<file path="src/rtl/thread_state_mp_if.sv">
// Bus bundle for thread_state_mp: write channels, read channels and status.
// Packed [ch][bit] layout places channel 0 in the least significant bits.
interface thread_state_mp_if #(
    parameter int N_THREADS = 16,
    parameter int STATE_W   = 4,
    parameter int N_WR      = 4,
    parameter int N_RD      = 4
);
    localparam int NUM_W = $clog2(N_THREADS);

    logic [N_WR-1:0]                wr_en;
    logic [N_WR-1:0][NUM_W-1:0]     wr_num;
    logic [N_WR-1:0][STATE_W-1:0]   wr_state;
    logic [N_RD-1:0][NUM_W-1:0]     rd_num;
    logic [N_RD-1:0][STATE_W-1:0]   rd_state;
    logic                           init_busy;
    logic [NUM_W:0]                 cnt;
    logic [N_WR-1:0]                err_ch;
    logic                           err;

    modport master (
        output wr_en, wr_num, wr_state, rd_num,
        input  rd_state, init_busy, cnt, err_ch, err
    );

    modport slave (
        input  wr_en, wr_num, wr_state, rd_num,
        output rd_state, init_busy, cnt, err_ch, err
    );
endinterface

</file>
<file path="src/rtl/thread_state_mp.sv">
// Multi-port thread state store: per-channel holding registers drained one
// commit per cycle by fixed priority, init sweep, bypassed registered reads.
module thread_state_mp #(
    parameter int N_THREADS     = 16,
    parameter int N_THREADS_MSB = $clog2(N_THREADS) - 1,
    parameter int STATE_W       = 4,
    parameter int N_WR          = 4,
    parameter int N_RD          = 4,
    parameter int INIT_STATE    = 0,
    parameter int COUNT_STATE   = 1,
    parameter int BYPASS        = 1
) (
    input  logic              clk,
    input  logic              rst,
    thread_state_mp_if.slave  bus
);
    localparam int NUM_W = N_THREADS_MSB + 1;
    localparam int CNT_W = NUM_W + 1;
    localparam logic [STATE_W-1:0] INIT_V  = STATE_W'(INIT_STATE);
    localparam logic [STATE_W-1:0] COUNT_V = STATE_W'(COUNT_STATE);
    localparam logic [NUM_W-1:0]   LAST_T  = NUM_W'(N_THREADS - 1);

    logic                          busy;
    logic [NUM_W-1:0]              sweep_ptr;
    logic [CNT_W-1:0]              cnt;
    logic [N_WR-1:0]               pend;
    logic [N_WR-1:0]               grant;
    logic [N_WR-1:0]               err_ch;
    logic [N_WR-1:0][NUM_W-1:0]    h_num;
    logic [N_WR-1:0][STATE_W-1:0]  h_state;

    logic                          we;
    logic [NUM_W-1:0]              waddr;
    logic [STATE_W-1:0]            wdata;
    logic [NUM_W-1:0]              cnum;
    logic [STATE_W-1:0]            cstate;
    logic [STATE_W-1:0]            old_val;

    // Lowest set pending bit wins; the sweep owns the write port while busy.
    always_comb begin
        grant = busy ? '0 : (pend & (~pend + N_WR'(1)));
    end

    always_comb begin
        cnum   = '0;
        cstate = '0;
        for (int i = 0; i < N_WR; i++) begin
            if (grant[i]) begin
                cnum   = cnum | h_num[i];
                cstate = cstate | h_state[i];
            end
        end
    end

    always_comb begin
        we    = !rst && (busy || (|grant));
        waddr = busy ? sweep_ptr : cnum;
        wdata = busy ? INIT_V : cstate;
    end

    // Holding registers: a reload on the commit edge is a normal refill.
    always_ff @(posedge clk) begin
        if (rst) begin
            pend    <= '0;
            err_ch  <= '0;
            h_num   <= '0;
            h_state <= '0;
        end else begin
            for (int i = 0; i < N_WR; i++) begin
                if (bus.wr_en[i]) begin
                    h_num[i]   <= bus.wr_num[i];
                    h_state[i] <= bus.wr_state[i];
                    pend[i]    <= 1'b1;
                    if (pend[i] && !grant[i])
                        err_ch[i] <= 1'b1;
                end else if (grant[i]) begin
                    pend[i] <= 1'b0;
                end
            end
        end
    end

    always_ff @(posedge clk) begin
        if (rst) begin
            busy      <= 1'b1;
            sweep_ptr <= '0;
            cnt       <= '0;
        end else if (busy) begin
            // cnt was cleared by reset, so the sweep only ever adds.
            if (INIT_V == COUNT_V)
                cnt <= cnt + CNT_W'(1);
            if (sweep_ptr == LAST_T)
                busy <= 1'b0;
            else
                sweep_ptr <= sweep_ptr + NUM_W'(1);
        end else if (|grant) begin
            cnt <= cnt + CNT_W'(wdata == COUNT_V) - CNT_W'(old_val == COUNT_V);
        end
    end

    // One bank per read port plus one for the old-value lookup, all sharing
    // the single write port.
    for (genvar b = 0; b <= N_RD; b++) begin : g_bank
        logic [STATE_W-1:0] mem [N_THREADS];

        always_ff @(posedge clk) begin
            if (we)
                mem[waddr] <= wdata;
        end

        if (b < N_RD) begin : g_rd
            logic [STATE_W-1:0] q;

            always_ff @(posedge clk) begin
                if (rst)
                    q <= '0;
                else if (BYPASS != 0 && we && waddr == bus.rd_num[b])
                    q <= wdata;
                else
                    q <= mem[bus.rd_num[b]];
            end

            assign bus.rd_state[b] = q;
        end else begin : g_old
            assign old_val = mem[waddr];
        end
    end

    assign bus.init_busy = busy;
    assign bus.cnt       = cnt;
    assign bus.err_ch    = err_ch;
    assign bus.err       = |err_ch;
endmodule

</file>
<file path="src/flat_wrapper.sv">
// flat-port wrapper written by rule: the top's interface ports become plain ports
module thread_state_mp_flat 
#(
    parameter int N_THREADS     = 16,
    parameter int N_THREADS_MSB = $clog2(N_THREADS) - 1,
    parameter int STATE_W       = 4,
    parameter int N_WR          = 4,
    parameter int N_RD          = 4,
    parameter int INIT_STATE    = 0,
    parameter int COUNT_STATE   = 1,
    parameter int BYPASS        = 1
)
  (clk, rst, bus_wr_en, bus_wr_num, bus_wr_state, bus_rd_num, bus_rd_state, bus_init_busy, bus_cnt, bus_err_ch, bus_err);
  thread_state_mp_if #(.N_THREADS(N_THREADS), .STATE_W(STATE_W), .N_WR(N_WR), .N_RD(N_RD)) bus_i ();
  input  logic clk;
  input  logic rst;
  input wire logic [$bits(bus_i.wr_en)-1:0] bus_wr_en;
  input wire logic [$bits(bus_i.wr_num)-1:0] bus_wr_num;
  input wire logic [$bits(bus_i.wr_state)-1:0] bus_wr_state;
  input wire logic [$bits(bus_i.rd_num)-1:0] bus_rd_num;
  output wire logic [$bits(bus_i.rd_state)-1:0] bus_rd_state;
  output wire logic [$bits(bus_i.init_busy)-1:0] bus_init_busy;
  output wire logic [$bits(bus_i.cnt)-1:0] bus_cnt;
  output wire logic [$bits(bus_i.err_ch)-1:0] bus_err_ch;
  output wire logic [$bits(bus_i.err)-1:0] bus_err;
  assign bus_i.wr_en = bus_wr_en;
  assign bus_i.wr_num = bus_wr_num;
  assign bus_i.wr_state = bus_wr_state;
  assign bus_i.rd_num = bus_rd_num;
  assign bus_rd_state = bus_i.rd_state;
  assign bus_init_busy = bus_i.init_busy;
  assign bus_cnt = bus_i.cnt;
  assign bus_err_ch = bus_i.err_ch;
  assign bus_err = bus_i.err;
  thread_state_mp #(.N_THREADS(N_THREADS), .N_THREADS_MSB(N_THREADS_MSB), .STATE_W(STATE_W), .N_WR(N_WR), .N_RD(N_RD), .INIT_STATE(INIT_STATE), .COUNT_STATE(COUNT_STATE), .BYPASS(BYPASS)) u_core (.clk(clk), .rst(rst), .bus(bus_i));
endmodule
</file>
<file path="config.mk">
export PLATFORM = sky130hd
export DESIGN_NAME = thread_state_mp_flat
export DESIGN_NICKNAME = d
export VERILOG_FILES = /design/src/rtl/thread_state_mp_if.sv /design/src/rtl/thread_state_mp.sv /design/src/flat_wrapper.sv
export SDC_FILE = /design/constraint.sdc
export NUM_CORES = 1
export LEC_CHECK = 0
export BUFFER_PORTS_ARGS = -buffer_cell sky130_fd_sc_hd__buf_2
export CAP_MARGIN = 0
export CORE_UTILIZATION = 59
export CTS_CLUSTER_SIZE = 16
export DETAILED_ROUTE_END_ITERATION = 6
export GPL_TIMING_DRIVEN = 1
export PLACE_DENSITY = 0.9
export RECOVER_POWER = 100
export SYNTH_ARGS = -nofsm -noshare
export SYNTH_HDL_FRONTEND = slang
export SYNTH_SLANG_ARGS = --single-unit
</file>
<file path="constraint.sdc">
create_clock -name clk -period 4.7 [get_ports clk]
set_input_delay 0 -clock clk [delete_from_list [all_inputs] [get_ports clk]]
set_output_delay 0 -clock clk [all_outputs]
set_load 0.05 [all_outputs]
</file>
==> reports/metrics.yaml <==
hpwl_um: 14700
grt_max_degree: 69
multi_input_area_mm2: 0.00387
cp_max_fo: 10
dr.first_iter.drc_count: 1051
cts_tree: "built"
ys_seq_elements: 130
crit_family: "compound AO/OA/AOI/OAI gates"
slew_viol_final: 0
crit_top_cell: "ha_1"
grt_pass1_wl_um: 36600
total_power_mw: 2.99
crit_path_end_kind: "flop"
grt_pass1_vias: 6186
die-height_um: 114
cts_max_level: 4
drt_wl_total_um: 23900
cts_sinks: 130
critical_path_class: "flop to flop"
hold_violations: 0
period_needed_ns: 4.41
seq_area_mm2: 0.00325
antenna_cells: 0
seq_power_share_pct: 41.8
rsz0062_at_grt: "no"
worstPathArrival_ns: 4.70
fin_cells: 877
nNetsFinal: 757
drc: 0
floorplan.initialDensity_pct: 60.9
setup_violations: 0
final_common_cell: "mux4_2"
synth_edf_count: 64
setup_slack_ns: 0.285
cp_cell_sequence: "clkbuf_1 -> a222oi_1 -> a31oi_1 -> nand2b_1 -> o32ai_1 -> a2111oi_2 -> ha_1 -> inv_1 -> ha_1 -> fa_1 -> a21o_1 -> a21oi_1 -> xnor2_1 -> nand2_1 -> xor2_1 -> nor2_1"
power.share.combinational_pct: 12.9
cap_violations: 0
worst_slew_margin_rel_pct: 18.7
dp.cells: 810
ys_types: 51
pwr-share-clk_pct: 45.4
worstPathRequired_ns: 4.99
antenna_found_initial: 0
clk_pin_slew_worst_paths_ns: 0.06
first_pass_iters: 6
drive_gt1_share_pct: 26.0
coreArea_mm2: 0.0121
die_x_um: 114
synth_cells: 589
dp_slack_ns: 0.309
finClkSkew_ns: 0.0174
wl_per_cell_um: 27.3
cts_root_buf: "clkbuf_16"
fin_util_pct: 72.3
clk_path_buf_depth: 2
antenna_left: 0
setup_tns_ns: 0
fmax_mhz: 227
clock_latency_ns: 0.43
fp.dieArea_mm2: 0.0129
cts_buffers: 17
syn_to_final_growth_pct: 18.8
fill_cells: 772
internal-power_mw: 2.19
power_switching_mw: 0.794
powerDensity_mw_per_mm2: 341
async_reset_ff_share_pct: 0
worstMarginPinSlew_ns: 1.22
critPathLaunchType: "flop"
ios: 81
crit_slowest_cell: "a31oi_1"
vias: 6164
fin_crit_sh_pct: 93.9
mostFrequentLayoutCells: "mux4_2 (80), nor2_1 (76), edfxtp_1 (64)"
synth_area_mm2: 0.00737
num_rows: 40
yosys_warnings: 0
viasPerCell: 7.03
numPortBuffers: 80
p_leak_nw: 3.26
place.gp.congestion: 1.00
grt_overflow: 0
worst-path-buf-inv: 2
ys_seq_area_share_pct: 44.0
cpPeakStageDelay_ns: 0.54
syn_nets: 650
hold_class: "input pin to flop"
p_sw_share_pct: 26.6
yosys_most_used_dff: "dfxtp_1"
irDropWorstVdd_v: 0.000263
avgSynthCellArea_um2: 12.5
status: "finished clean"
track_usage_pct: 39.6
## worst min-delay path, cell delays in order
cell	delay [ns]
buf_2	0.20
nor2_1	0.14
nor2_1	0.05
## per-stage QoR
step / cell area, um2 / hold WS (ns)
after floorplan: 7370 / 0.147
after global placement: 7900 / 0.232
after detailed placement: 7900 / 0.241
after CTS: 8830 / 0.00126
after global routing: 8760 / 0.0216
final: 8760 / 0.0153
## final cells by class
class,count,area share [%]
Inverter,10,0.428
Multi-Input combinational cell,406,44.2
Clock buffer,18,5.14
Sequential cell,130,37.1
Clock inverter,14,1.70
Timing Repair Buffer,131,9.10
Tap cell,168,2.40
## Yosys cell counts, drive strengths merged, types with 3 or more instances
cell	number	area (um2)
mux2i	41	410
edfxtp	64	1920
clkbuf	22	82.6
a221oi	5	50.0
nand2b	4	25.0
nor2	76	285
xnor2	19	166
nor3	6	30.0
ha	6	75.1
a21oi	40	204
and2	7	45.1
a31oi	4	31.3
o21ai	21	109
mux4	80	1800
nand3	24	120
a211oi	3	22.5
a21o	3	22.5
nand2	23	86.3
inv	10	37.5
and3	4	25.0
buf	21	118
dfxtp	66	1320
a222oi	5	50.1
or4	9	67.6
## power groups by stage
stage	clock (mW)	sequential, mW	combinational [mW]
floorplan	0	1.28	0.242
global placement	0	1.26	0.339
detailed placement	0	1.26	0.346
CTS	1.35	1.24	0.371
global route	1.41	1.25	0.407
finish	1.36	1.25	0.384
## metal layers
layer / global-route usage [%] / wire length [um] / vias to the layer above
met5: 0 / 0 / -
met4: 22.4 / 1370 / 0
met3: 9.88 / 2550 / 121
met2: 65.0 / 11600 / 574
met1: 48.3 / 8390 / 2953
li1: - / - / 2516
## registers in the layout (all words and copies together) (netlist names)
register and count:
u_core.sweep_ptr 4, u_core.bus.err_ch 4, u_core.bus.cnt 5, u_core.bus.init_busy 1, u_core.pend 4, u_core.h_state 16
u_core.g_bank.mem 64, u_core.h_num 16, u_core.g_bank.g_rd.q 16
## cell families (layout without fill, tap and decap cells)
family | count (synthesis) | after routing | share of synthesized area (%)
AND/OR/NAND/NOR | 164 | 164 | 10.9
flip-flops | 130 | 130 | 44.0
multiplexers | 121 | 121 | 30.0
AO/OA/AOI/OAI | 93 | 93 | 8.11
buffers and inverters | 53 | 173 | 3.22
XOR/XNOR | 21 | 21 | 2.49
adder cells (fa/ha/maj) | 7 | 7 | 1.29
## worst paths after layout
check                                      from                end  slack (ns)  depth (start not counted)
worst min-delay path               bus_wr_en[1]     u_core.pend[1]        0.02                          3
worst max-delay path             u_core.pend[0]  u_core.bus.cnt[4]        0.29                         16
worst max register to register   u_core.pend[0]  u_core.bus.cnt[4]        0.29                         16
worst min register to register  u_core.h_num[7]    u_core.h_num[7]        0.50                          2
## repair_timing
item                       CTS  global route
hold buffers                33             0
setup buffers                0             2
hold endpoints to repair    33             0
gates resized for setup      0             4
setup endpoints to repair    0             1
Note: power is estimated with default switching activity, not from simulation.
